==> src/rtl/lsu_pkg.sv <==
// Shared types and helpers for the load/store unit bus controller.
// Holds the FSM state encoding, funct3 width codes and access legality checks.
package lsu_pkg;

    typedef enum logic [1:0] {
        IDLE,
        ACCESS,
        RESP
    } state_t;

    localparam logic [2:0] F3_B  = 3'b000;
    localparam logic [2:0] F3_H  = 3'b001;
    localparam logic [2:0] F3_W  = 3'b010;
    localparam logic [2:0] F3_BU = 3'b100;
    localparam logic [2:0] F3_HU = 3'b101;

    localparam int CNT_W = 10;

    function automatic logic is_misaligned(
        input logic [2:0] f3,
        input logic [1:0] off
    );
        logic r;
        r = 1'b0;
        case (f3)
            F3_H, F3_HU: r = off[0];
            F3_W:        r = (off != 2'b00);
            default:     r = 1'b0;
        endcase
        return r;
    endfunction

    // Stores only have signed-less B/H/W encodings; loads add BU/HU.
    function automatic logic is_illegal(
        input logic       we,
        input logic [2:0] f3
    );
        logic r;
        r = 1'b1;
        case (f3)
            F3_B, F3_H, F3_W: r = 1'b0;
            F3_BU, F3_HU:     r = we;
            default:          r = 1'b1;
        endcase
        return r;
    endfunction

endpackage

==> src/rtl/lsu_data_align.sv <==
// Byte-lane steering for stores and extract/extend for loads.
// Purely combinational so the cache path can reuse it unchanged.
module lsu_data_align
    import lsu_pkg::*;
(
    input  logic [2:0]  func3,
    input  logic [1:0]  off,
    input  logic [31:0] wdata_in,
    input  logic [31:0] rdata_in,
    output logic [3:0]  be,
    output logic [31:0] wdata_out,
    output logic [31:0] rdata_out
);

    logic [31:0] shifted;

    always_comb begin
        shifted   = rdata_in >> {off, 3'b000};
        be        = 4'b1111;
        wdata_out = wdata_in;
        rdata_out = shifted;
        case (func3)
            F3_B: begin
                be        = 4'b0001 << off;
                wdata_out = {4{wdata_in[7:0]}};
                rdata_out = {{24{shifted[7]}}, shifted[7:0]};
            end
            F3_H: begin
                be        = 4'b0011 << off;
                wdata_out = {2{wdata_in[15:0]}};
                rdata_out = {{16{shifted[15]}}, shifted[15:0]};
            end
            F3_BU: begin
                rdata_out = {24'h0, shifted[7:0]};
            end
            F3_HU: begin
                rdata_out = {16'h0, shifted[15:0]};
            end
            default: begin
                be        = 4'b1111;
                wdata_out = wdata_in;
                rdata_out = shifted;
            end
        endcase
    end

endmodule

==> src/rtl/lsu_bus_ctrl.sv <==
// MEM-stage load/store controller driving a valid/ready data-memory bus.
// All outputs are registered; illegal or misaligned requests never reach the bus.
module lsu_bus_ctrl
    import lsu_pkg::*;
#(
    parameter int TIMEOUT = 255
) (
    input  logic        clk,
    input  logic        reset,
    input  logic        req,
    input  logic        we,
    input  logic [2:0]  func3,
    input  logic [31:0] busAddr,
    input  logic [31:0] busWData,
    output logic [31:0] busRData,
    output logic        done,
    output logic        err,
    output logic        busy,
    output logic        mem_valid,
    output logic        mem_we,
    output logic [31:0] mem_addr,
    output logic [3:0]  mem_be,
    output logic [31:0] mem_wdata,
    input  logic        mem_ready,
    input  logic [31:0] mem_rdata
);

    state_t             state_q, state_d;
    logic [CNT_W-1:0]   cnt_q, cnt_d;
    logic [CNT_W-1:0]   cnt_nxt;
    logic               we_q, we_d;
    logic [2:0]         f3_q, f3_d;
    logic [1:0]         off_q, off_d;
    logic               ill_q, ill_d;

    logic [31:0]        rdata_q, rdata_d;
    logic               done_q, done_d;
    logic               err_q, err_d;
    logic               busy_q, busy_d;
    logic               mvalid_q, mvalid_d;
    logic               mwe_q, mwe_d;
    logic [31:0]        maddr_q, maddr_d;
    logic [3:0]         mbe_q, mbe_d;
    logic [31:0]        mwdata_q, mwdata_d;

    logic [2:0]         sel_f3;
    logic [1:0]         sel_off;
    logic [3:0]         al_be;
    logic [31:0]        al_wdata;
    logic [31:0]        al_rdata;
    logic               bad_req;

    // IDLE steers the incoming store; afterwards the latched code extracts the load.
    assign sel_f3  = (state_q == IDLE) ? func3 : f3_q;
    assign sel_off = (state_q == IDLE) ? busAddr[1:0] : off_q;
    assign bad_req = is_illegal(we, func3) | is_misaligned(func3, busAddr[1:0]);
    assign cnt_nxt = cnt_q + 1'b1;

    lsu_data_align u_align (
        .func3     (sel_f3),
        .off       (sel_off),
        .wdata_in  (busWData),
        .rdata_in  (mem_rdata),
        .be        (al_be),
        .wdata_out (al_wdata),
        .rdata_out (al_rdata)
    );

    always_comb begin
        state_d  = state_q;
        cnt_d    = cnt_q;
        we_d     = we_q;
        f3_d     = f3_q;
        off_d    = off_q;
        ill_d    = ill_q;
        rdata_d  = rdata_q;
        done_d   = 1'b0;
        err_d    = 1'b0;
        mvalid_d = mvalid_q;
        mwe_d    = mwe_q;
        maddr_d  = maddr_q;
        mbe_d    = mbe_q;
        mwdata_d = mwdata_q;
        case (state_q)
            IDLE: begin
                if (req) begin
                    we_d  = we;
                    f3_d  = func3;
                    off_d = busAddr[1:0];
                    if (bad_req) begin
                        state_d = RESP;
                        ill_d   = 1'b1;
                    end else begin
                        state_d  = ACCESS;
                        cnt_d    = '0;
                        mvalid_d = 1'b1;
                        mwe_d    = we;
                        maddr_d  = {busAddr[31:2], 2'b00};
                        mbe_d    = we ? al_be : 4'b1111;
                        mwdata_d = we ? al_wdata : 32'h0;
                    end
                end
            end
            ACCESS: begin
                // A ready on the timeout cycle still completes normally.
                if (mem_ready) begin
                    state_d  = RESP;
                    mvalid_d = 1'b0;
                    mwe_d    = 1'b0;
                    done_d   = 1'b1;
                    if (!we_q) begin
                        rdata_d = al_rdata;
                    end
                end else if (cnt_nxt == CNT_W'(TIMEOUT)) begin
                    state_d  = RESP;
                    cnt_d    = cnt_nxt;
                    mvalid_d = 1'b0;
                    mwe_d    = 1'b0;
                    done_d   = 1'b1;
                    err_d    = 1'b1;
                end else begin
                    cnt_d = cnt_nxt;
                end
            end
            RESP: begin
                state_d = IDLE;
                if (ill_q) begin
                    ill_d  = 1'b0;
                    done_d = 1'b1;
                    err_d  = 1'b1;
                end
            end
            default: begin
                state_d = IDLE;
            end
        endcase
        busy_d = (state_d != IDLE);
    end

    always_ff @(posedge clk) begin
        if (reset) begin
            state_q  <= IDLE;
            cnt_q    <= '0;
            we_q     <= 1'b0;
            f3_q     <= 3'b000;
            off_q    <= 2'b00;
            ill_q    <= 1'b0;
            rdata_q  <= 32'h0;
            done_q   <= 1'b0;
            err_q    <= 1'b0;
            busy_q   <= 1'b0;
            mvalid_q <= 1'b0;
            mwe_q    <= 1'b0;
            maddr_q  <= 32'h0;
            mbe_q    <= 4'b0000;
            mwdata_q <= 32'h0;
        end else begin
            state_q  <= state_d;
            cnt_q    <= cnt_d;
            we_q     <= we_d;
            f3_q     <= f3_d;
            off_q    <= off_d;
            ill_q    <= ill_d;
            rdata_q  <= rdata_d;
            done_q   <= done_d;
            err_q    <= err_d;
            busy_q   <= busy_d;
            mvalid_q <= mvalid_d;
            mwe_q    <= mwe_d;
            maddr_q  <= maddr_d;
            mbe_q    <= mbe_d;
            mwdata_q <= mwdata_d;
        end
    end

    assign busRData  = rdata_q;
    assign done      = done_q;
    assign err       = err_q;
    assign busy      = busy_q;
    assign mem_valid = mvalid_q;
    assign mem_we    = mwe_q;
    assign mem_addr  = maddr_q;
    assign mem_be    = mbe_q;
    assign mem_wdata = mwdata_q;

endmodule

==> config.mk <==
export PLATFORM = sky130hd
export DESIGN_NAME = lsu_bus_ctrl
export DESIGN_NICKNAME = d
export VERILOG_FILES = /design/src/rtl/lsu_pkg.sv /design/src/rtl/lsu_data_align.sv /design/src/rtl/lsu_bus_ctrl.sv
export SDC_FILE = /design/constraint.sdc
export NUM_CORES = 1
export LEC_CHECK = 0
export ABC_AREA = 1
export CAP_MARGIN = 20
export CORE_UTILIZATION = 47
export CTS_BUF_LIST = sky130_fd_sc_hd__clkbuf_2 sky130_fd_sc_hd__clkbuf_4 sky130_fd_sc_hd__clkbuf_8
export DETAILED_ROUTE_END_ITERATION = 10
export PLACE_DENSITY_LB_ADDON = 0.3
export SYNTH_ARGS = -nofsm -noshare
export SYNTH_HDL_FRONTEND = slang
export SYNTH_SLANG_ARGS = --single-unit
==> constraint.sdc <==
create_clock -name clk -period 2.5 [get_ports clk]
set_input_delay 0.375 -clock clk [delete_from_list [all_inputs] [get_ports clk]]
set_output_delay 0.375 -clock clk [all_outputs]
set_load 0.01 [all_outputs]
==> metrics.md, run 1 <==
| Metric | Value |
|---|---|
| Latest clock arrival within the worst-skew pair | `0.45 ns` |
| Gpl congestion | `0.8878` |
| Post-synthesis mux area share | `0%` |
| Area Overhead vs Synth | `42.79%` |
| Post-synthesis cell type count | `41` |
| Antenna-violating nets left | `0` |
| Number of setup buffers added after CTS | `0` |
| Largest net degree at the start of global routing | `66` |
| Layout fillers | `1015` |
| Post-Synthesis Cells | `825` |
| Post-layout power | `0.005116 W` |
| Commonest non-fill, non-tap cells in the layout | `clkdlybuf4s50_1, nand2_1, dfxtp_1` |
| Worst Setup SP | `state_q[1]` |
| HP Start | `reset` |
| Mapped cell area | `0.005953 sq mm` |
| GRT Util Overall | `27.23%` |
| Simple-gate share of the synthesized area | `26.69%` |
| Crit path top cell by count | `inv_1` |
| DR vias/cell | `5.170` |
| WHS Endpoint | `mem_wdata[15]` |
| Main combinational cell family by area after synthesis | `simple AND/OR/NAND/NOR gates` |
| Std-Cell Rows | `40` |
| R2R Path End | `busRData[16]` |
| HPWL after detailed placement | `12180 microns` |
| Post-Synth XOR/XNOR Area | `0%` |
| Starting Density | `48.95%` |
| Drt wl/cell | `14.73 microns` |
| Layout Cells excl Fill | `1191` |
| Worst hold slack | `0.3597 ns` |
| WP data arrival | `2.63 ns` |
| Ant diodes | `0` |
| CTS tree | `built` |
| I/O pins | `209` |
| Commonest non-fill, non-tap cell in the layout | `clkdlybuf4s50_1` |
| Avg Inst Size Synth | `7.216 sq um` |
| Yosys warns | `0` |
| Layout Nets | `1120` |
| Worst r2r src | `state_q[1]` |
| Slew headroom | `64.63%` |
| RSZ-0062 raised after global routing | `false` |
| Global-route wire length before repair | `27790 microns` |
| # DRC | `0` |
| Final Hold Fails | `0` |
| CTS Root Cell | `clkbuf_8` |
| CTS buffer count | `17` |
| CP cell instances | `inv_1 -> ha_1 -> buf_4 -> nand2_1 -> o21ai_2 -> nand2_2 -> nor2_4 -> nand2_4 -> nand3_1 -> o211ai_1 -> inv_1` |
| H-tree level count | `4` |
| GRT met1 Usage | `33.81%` |
| Fmax | `446.7 MHz` |
| 1st-iter DRT viols | `509` |
| Setup ws final | `0.2612 ns` |
| Layout cells sized above 1 | `9.580%` |
| Max Cap Violations | `0` |
| Met3 Usage GRT | `11.01%` |
| Status | `completed` |
| Hold Crit Class | `input port to register` |
| Pleak | `3.459 nW` |
| CTS sink cnt | `122` |
| Full die area | `0.01312 sq mm` |
| Clock Skew | `0.01131 ns` |
| Flops & latches, synth | `122` |
| Drt total wl | `17540 microns` |
| CP peak stage delay | `0.39 ns` |
| DIE HEIGHT | `114.5 microns` |
| Core Box Area | `0.01216 sq mm` |
| Clock-pin slew on the worst setup and hold paths | `0.08 ns` |
| Worst Tran Pin Value | `0.5306 ns` |
| Pwr per Cell Area | `601.8 mW/mm^2` |
| Die width | `114.5 microns` |
| Max stage delay cell, worst path | `ha_1` |
| Max-slew violations | `0` |
| WP data required | `2.89 ns` |
| Peak supply drop | `0.6773 mV` |
| Fin Setup TNS | `0 ns` |
| Total global routing overflow | `0` |
| Vias in the first global route | `5675` |
| R2R setup slack | `0.26 ns` |
| Seq/Total Area, Yosys | `41.03%` |
| Resize count post-CTS | `0` |
| DRT Pass-1 Iters | `5` |
| Hold Buf Count CTS | `0` |
| Number of port buffers | `206` |
| CP max FO | `16` |
| Post-placement cell count | `1160` |
| Pre-CTS setup slack | `0.2453 ns` |
| Initial antenna violation count | `0` |
| Clock buffer depth | `2` |
| Part of the cycle the worst path needs | `89.55%` |
| Setup-failing EPs final | `0` |
| Hold Crit Depth | `2` |
| Compound-cell area share of the yosys netlist | `21.04%` |
| Crit Path Class | `register to register` |
| Critical path capture point type | `register` |
| R2R cell count | `11` |
| Tmin final | `2.239 ns` |
| Post-synthesis adder-cell area fraction | `1.051%` |
| CP Launch Type | `register` |
| Via count | `6158` |
| Top Usage Layer GRT | `met2` |
| Met2 Use GR | `40.53%` |
-- cell usage after synthesis, drive strengths merged --
cell	count	area [sq um]
nand2	198	773.2
dfxtp	122	2442
nor2	109	442.9
o21ai	75	397.9
inv	69	261.5
a21oi	63	315.3
nand3	54	320.3
o211ai	43	367.9
buf	39	272.8
clkbuf	15	57.55
a31oi	8	50.05
o221ai	7	61.31
ha	5	62.56
a211oi	3	22.52
clkinv	3	11.26
nor3	3	26.28
nand4	2	12.51
a221oi	1	8.760
conb	1	3.750
nand3b	1	7.510
o21a	1	15.01
o21bai	1	7.510
o22ai	1	6.260
or2	1	6.260
-- where the power goes --
group          switching, W  leakage, nW  internal, W
logic              0.000625         2.24     0.000478
clock network      0.000769        0.226      0.00116
registers         0.0000499        0.991      0.00204
-- worst max path at each step --
| stage | to | cells past startpoint |
|---|---|---|
| after global routing | busRData[16] | 11 |
| after global placement | busRData[8] | 11 |
| after detailed placement | cnt_q[7] | 10 |
| final | busRData[16] | 11 |
| after floorplan | busRData[30] | 11 |
| after CTS | busRData[21] | 11 |
-- metrics by stage --
stage / util (%) / cell area, sq um
after floorplan: - / 5957
after global placement: 66.37 / 8071
after detailed placement: 66.37 / 8071
after CTS: 69.90 / 8501
after global routing: 69.90 / 8501
final: 69.90 / 8501
-- final cells by class --
class	instances	area (sq um)	area share (%)
clock inverter	9	145.1	1.707
sequential	122	2442	28.73
inverter	72	272.8	3.209
tap	168	210.2	2.473
clock buffer	22	284.0	3.341
timing repair buffer	220	2225	26.17
multi-input combinational	578	2922	34.37
-- registers in the layout, indices dropped and copies added, names as in the netlist --
| register | count |
|---|---|
| state_q | 2 |
| we_q | 1 |
| busy | 1 |
| mem_we | 1 |
| off_q | 2 |
| done | 1 |
| mem_wdata | 32 |
| f3_q | 3 |
| mem_be | 4 |
| ill_q | 1 |
| mem_valid | 1 |
| mem_addr | 30 |
| busRData | 32 |
| cnt_q | 10 |
| err | 1 |
-- cell families (layout without fill, tap and decap cells) --
family,count (synthesis),count (layout)
fa+ha+maj,5,5
flops,122,122
compound gates,203,203
other cells,1,2
buf+inv,126,323
simple gates,368,368
-- critical path, delay by kind of cell, from the launching register on --
family                     cells  cell delay (ns)
AOI/OAI and AO/OA              2             0.17
DFF                            1             0.32
adders and majority gates      1             0.39
buffers and inverters          3             0.39
and+or+nand+nor                5             0.92
-- metal layers --
layer,up-vias,share of wire [%]
met2,265,44
li1,3098,-
met3,56,9.2
met1,2739,43
met5,-,0
met4,0,4.3
No activity file was read; power rests on OpenSTA's default activity.
==> run 2, diff against run 1 <==
--- a/config.mk
+++ b/config.mk
@@ -6,7 +6,6 @@
 export NUM_CORES = 1
 export LEC_CHECK = 0
 export ABC_AREA = 1
-export CAP_MARGIN = 20
 export CORE_UTILIZATION = 47
 export CTS_BUF_LIST = sky130_fd_sc_hd__clkbuf_2 sky130_fd_sc_hd__clkbuf_4 sky130_fd_sc_hd__clkbuf_8
 export DETAILED_ROUTE_END_ITERATION = 10
==> results of run 2 <==
Same layout as run 1: the final DEF is identical, and so are final timing and power.
==> run 3, diff against run 2 <==
--- a/config.mk
+++ b/config.mk
@@ -6,6 +6,7 @@
 export NUM_CORES = 1
 export LEC_CHECK = 0
 export ABC_AREA = 1
+export CORE_MARGIN = 10
 export CORE_UTILIZATION = 47
 export CTS_BUF_LIST = sky130_fd_sc_hd__clkbuf_2 sky130_fd_sc_hd__clkbuf_4 sky130_fd_sc_hd__clkbuf_8
 export DETAILED_ROUTE_END_ITERATION = 10
==> run 3 against run 2 <==
Compared with the run above:
- sequential share of layout area barely moved
- largest cell class unchanged
- total power is 2.5% higher
- critical path type unchanged
- hold slack better by 0.10 ns
- critical path depth decreased by 1
- critical endpoint is now busRData[19]
- routed wire length grew 7.8%
- cell count is 0.25% higher
- die area increased by 34%
- first-iteration DRC count grew 9.4%
- highest routed layer unchanged
- clock power grew 7%
- sequential power is essentially flat
- via count fell by 0.65%
==> metrics.md, run 3 (same netlist as run 1, synthesis figures left out) <==
| Metric | Value |
|---|---|
| Initial antenna violation count | `0 (unchanged)` |
| Total area of sequential cells | `0.002442 sq mm (unchanged)` |
| Global-route wire length before repair | `30430 microns (was 27790 microns)` |
| Number of setup buffers added after CTS | `0 (unchanged)` |
| RSZ-0062 raised after global routing | `false (unchanged)` |
| GRT met1 Usage | `23.29% (was 33.81%)` |
| Starting Density | `47.56% (was 48.95%)` |
| CP Launch Type | `register (unchanged)` |
| # DRC | `0 (unchanged)` |
| Hold Crit Depth | `4 (was 2)` |
| Commonest non-fill, non-tap cells in the layout | `clkdlybuf4s50_1, nand2_1, dfxtp_1 (unchanged)` |
| Max-slew violations | `0 (unchanged)` |
| Number of port buffers | `206 (unchanged)` |
| Vias in the first global route | `6033 (was 5675)` |
| Part of the cycle the worst path needs | `91.85% (was 89.55%)` |
| Critical path capture point type | `register (unchanged)` |
| Placed inst area | `0.008036 sq mm (was 0.008071 sq mm)` |
| 1st-iter DRT viols | `557 (was 509)` |
| Max Cap Violations | `0 (unchanged)` |
| Full die area | `0.01757 sq mm (was 0.01312 sq mm)` |
| Worst Tran Pin Value | `0.5619 ns (was 0.5306 ns)` |
| Latest clock arrival within the worst-skew pair | `0.45 ns (about the same)` |
| Multi-input gate area in the final layout | `0.002922 sq mm (unchanged)` |
| Worst Setup SP | `state_q[1] (unchanged)` |
| Ant diodes | `0 (unchanged)` |
| HP Start | `reset (unchanged)` |
| Std-Cell Rows | `41 (was 40)` |
| Layout Nets | `1118 (was 1120)` |
| Hold Crit Class | `input port to register (unchanged)` |
| DR vias/cell | `5.124 (was 5.170)` |
| CTS buffer count | `17 (unchanged)` |
| Resize count post-CTS | `0 (unchanged)` |
| Final Hold Fails | `0 (unchanged)` |
| Met3 Usage GRT | `10.03% (was 11.01%)` |
| Worst hold slack | `0.4597 ns (was 0.3597 ns)` |
| I/O pins | `209 (unchanged)` |
| WP data arrival | `2.69 ns (was 2.63 ns)` |
| Layout cells sized above 1 | `9.491% (was 9.580%)` |
| Drt total wl | `18900 microns (was 17540 microns)` |
| Area Overhead vs Synth | `42.88% (was 42.79%)` |
| WP data required | `2.89 ns (about the same)` |
| Commonest non-fill, non-tap cell in the layout | `clkdlybuf4s50_1 (unchanged)` |
| Pwr per Cell Area | `616.3 mW/mm^2 (was 601.8 mW/mm^2)` |
| CP max FO | `16 (unchanged)` |
| Largest net degree at the start of global routing | `49 (was 66)` |
| Peak supply drop | `0.5384 mV (was 0.6773 mV)` |
| Clock buffer depth | `2 (unchanged)` |
| Top Usage Layer GRT | `met2 (unchanged)` |
| Worst r2r src | `state_q[1] (unchanged)` |
| Clock Skew | `0.009732 ns (was 0.01131 ns)` |
| GRT Util Overall | `20.90% (was 27.23%)` |
| DRT Pass-1 Iters | `6 (was 5)` |
| Die width | `132.5 microns (was 114.5 microns)` |
| HPWL after detailed placement | `13570 microns (was 12180 microns)` |
| CTS tree | `built (unchanged)` |
| CTS Root Cell | `clkbuf_8 (unchanged)` |
| R2R cell count | `10 (was 11)` |
| R2R setup slack | `0.20 ns (was 0.26 ns)` |
| DIE HEIGHT | `132.5 microns (was 114.5 microns)` |
| Tmin final | `2.296 ns (was 2.239 ns)` |
| Fmax | `435.5 MHz (was 446.7 MHz)` |
| Layout fillers | `1148 (was 1015)` |
| Slew headroom | `62.48% (was 64.63%)` |
| CTS sink cnt | `122 (unchanged)` |
| Clock-pin slew on the worst setup and hold paths | `0.08 ns (about the same)` |
| Core Box Area | `0.01252 sq mm (was 0.01216 sq mm)` |
| Antenna-violating nets left | `0 (unchanged)` |
| Gpl congestion | `0.8551 (was 0.8878)` |
| Drt wl/cell | `15.83 microns (was 14.73 microns)` |
| Fin util | `67.95% (was 69.90%)` |
| R2R Path End | `busRData[19] (was busRData[16])` |
| Status | `completed (unchanged)` |
| Met2 Use GR | `34.40% (was 40.53%)` |
| Post-layout power | `0.005242 W (was 0.005116 W)` |
| Via count | `6118 (was 6158)` |
| Fin Setup TNS | `0 ns (unchanged)` |
| WHS Endpoint | `busRData[29] (was mem_wdata[15])` |
| H-tree level count | `4 (unchanged)` |
| Total global routing overflow | `0 (unchanged)` |
| Fin area | `0.008506 sq mm (was 0.008501 sq mm)` |
| Hold Buf Count CTS | `0 (unchanged)` |
| Crit Path Class | `register to register (unchanged)` |
| Setup-failing EPs final | `0 (unchanged)` |
| Pleak | `3.448 nW (was 3.459 nW)` |
run 3: cell count changes in the layout (fill, tap and decap cells not counted):
cell	delta
clkinvlp_4	+2
clkbuf_4	-1
clkinv_4	+2
clkinv_2	-3
buf_12	-2
bufinv_16	+1
run 3: per-stage QoR:
stage | std cells | setup slack, ns
final | 1194 | 0.2038
after global routing | 1194 | 0.006456
after CTS | 1194 | 0.1948
after detailed placement | 1162 | 0.2067
after global placement | 1162 | 0.2471
after floorplan | 826 | 0.6669
run 3: final cells by class:
type / instances / area share, %
multi-input combinational: 578 / 34.35
sequential: 122 / 28.71
timing repair buffer: 218 / 25.68
clock buffer: 21 / 3.251
inverter: 72 / 3.207
tap: 172 / 2.530
clock inverter: 11 / 2.265
run 3: how the worst max path moves through the flow:
stage                    to  slack [ns]  cells after the start
2_1_floorplan  busRData[30]        0.67                     11
6_report       busRData[19]        0.20                     10
3_5_place_dp       cnt_q[7]        0.21                     10
3_3_place_gp           busy        0.25                     11
5_1_grt        busRData[24]       0.006                     10
4_1_cts        busRData[19]        0.19                     10
run 3: worst max-delay path: stages (launching register included):
cell	delay, ns
dfxtp_1	0.33
inv_1	0.09
ha_1	0.46
nand2_1	0.13
o21ai_2	0.15
nand2_2	0.20
nor2_4	0.33
nand2_4	0.22
nand3_1	0.15
o211ai_1	0.09
inv_1	0.07
run 3: where the power goes:
group / internal [W] / switching [W] / leakage (nW)
Combinational: 0.000466 / 0.000623 / 2.22
Clock: 0.00126 / 0.000809 / 0.233
Sequential: 0.00204 / 0.0000478 / 0.991
run 3: routing by layer:
metal | vias up | routed length [microns]
met5 | - | 0
met4 | 0 | 255
met3 | 23 | 1940
met2 | 219 | 9019
li1 | 3091 | -
met1 | 2785 | 7684
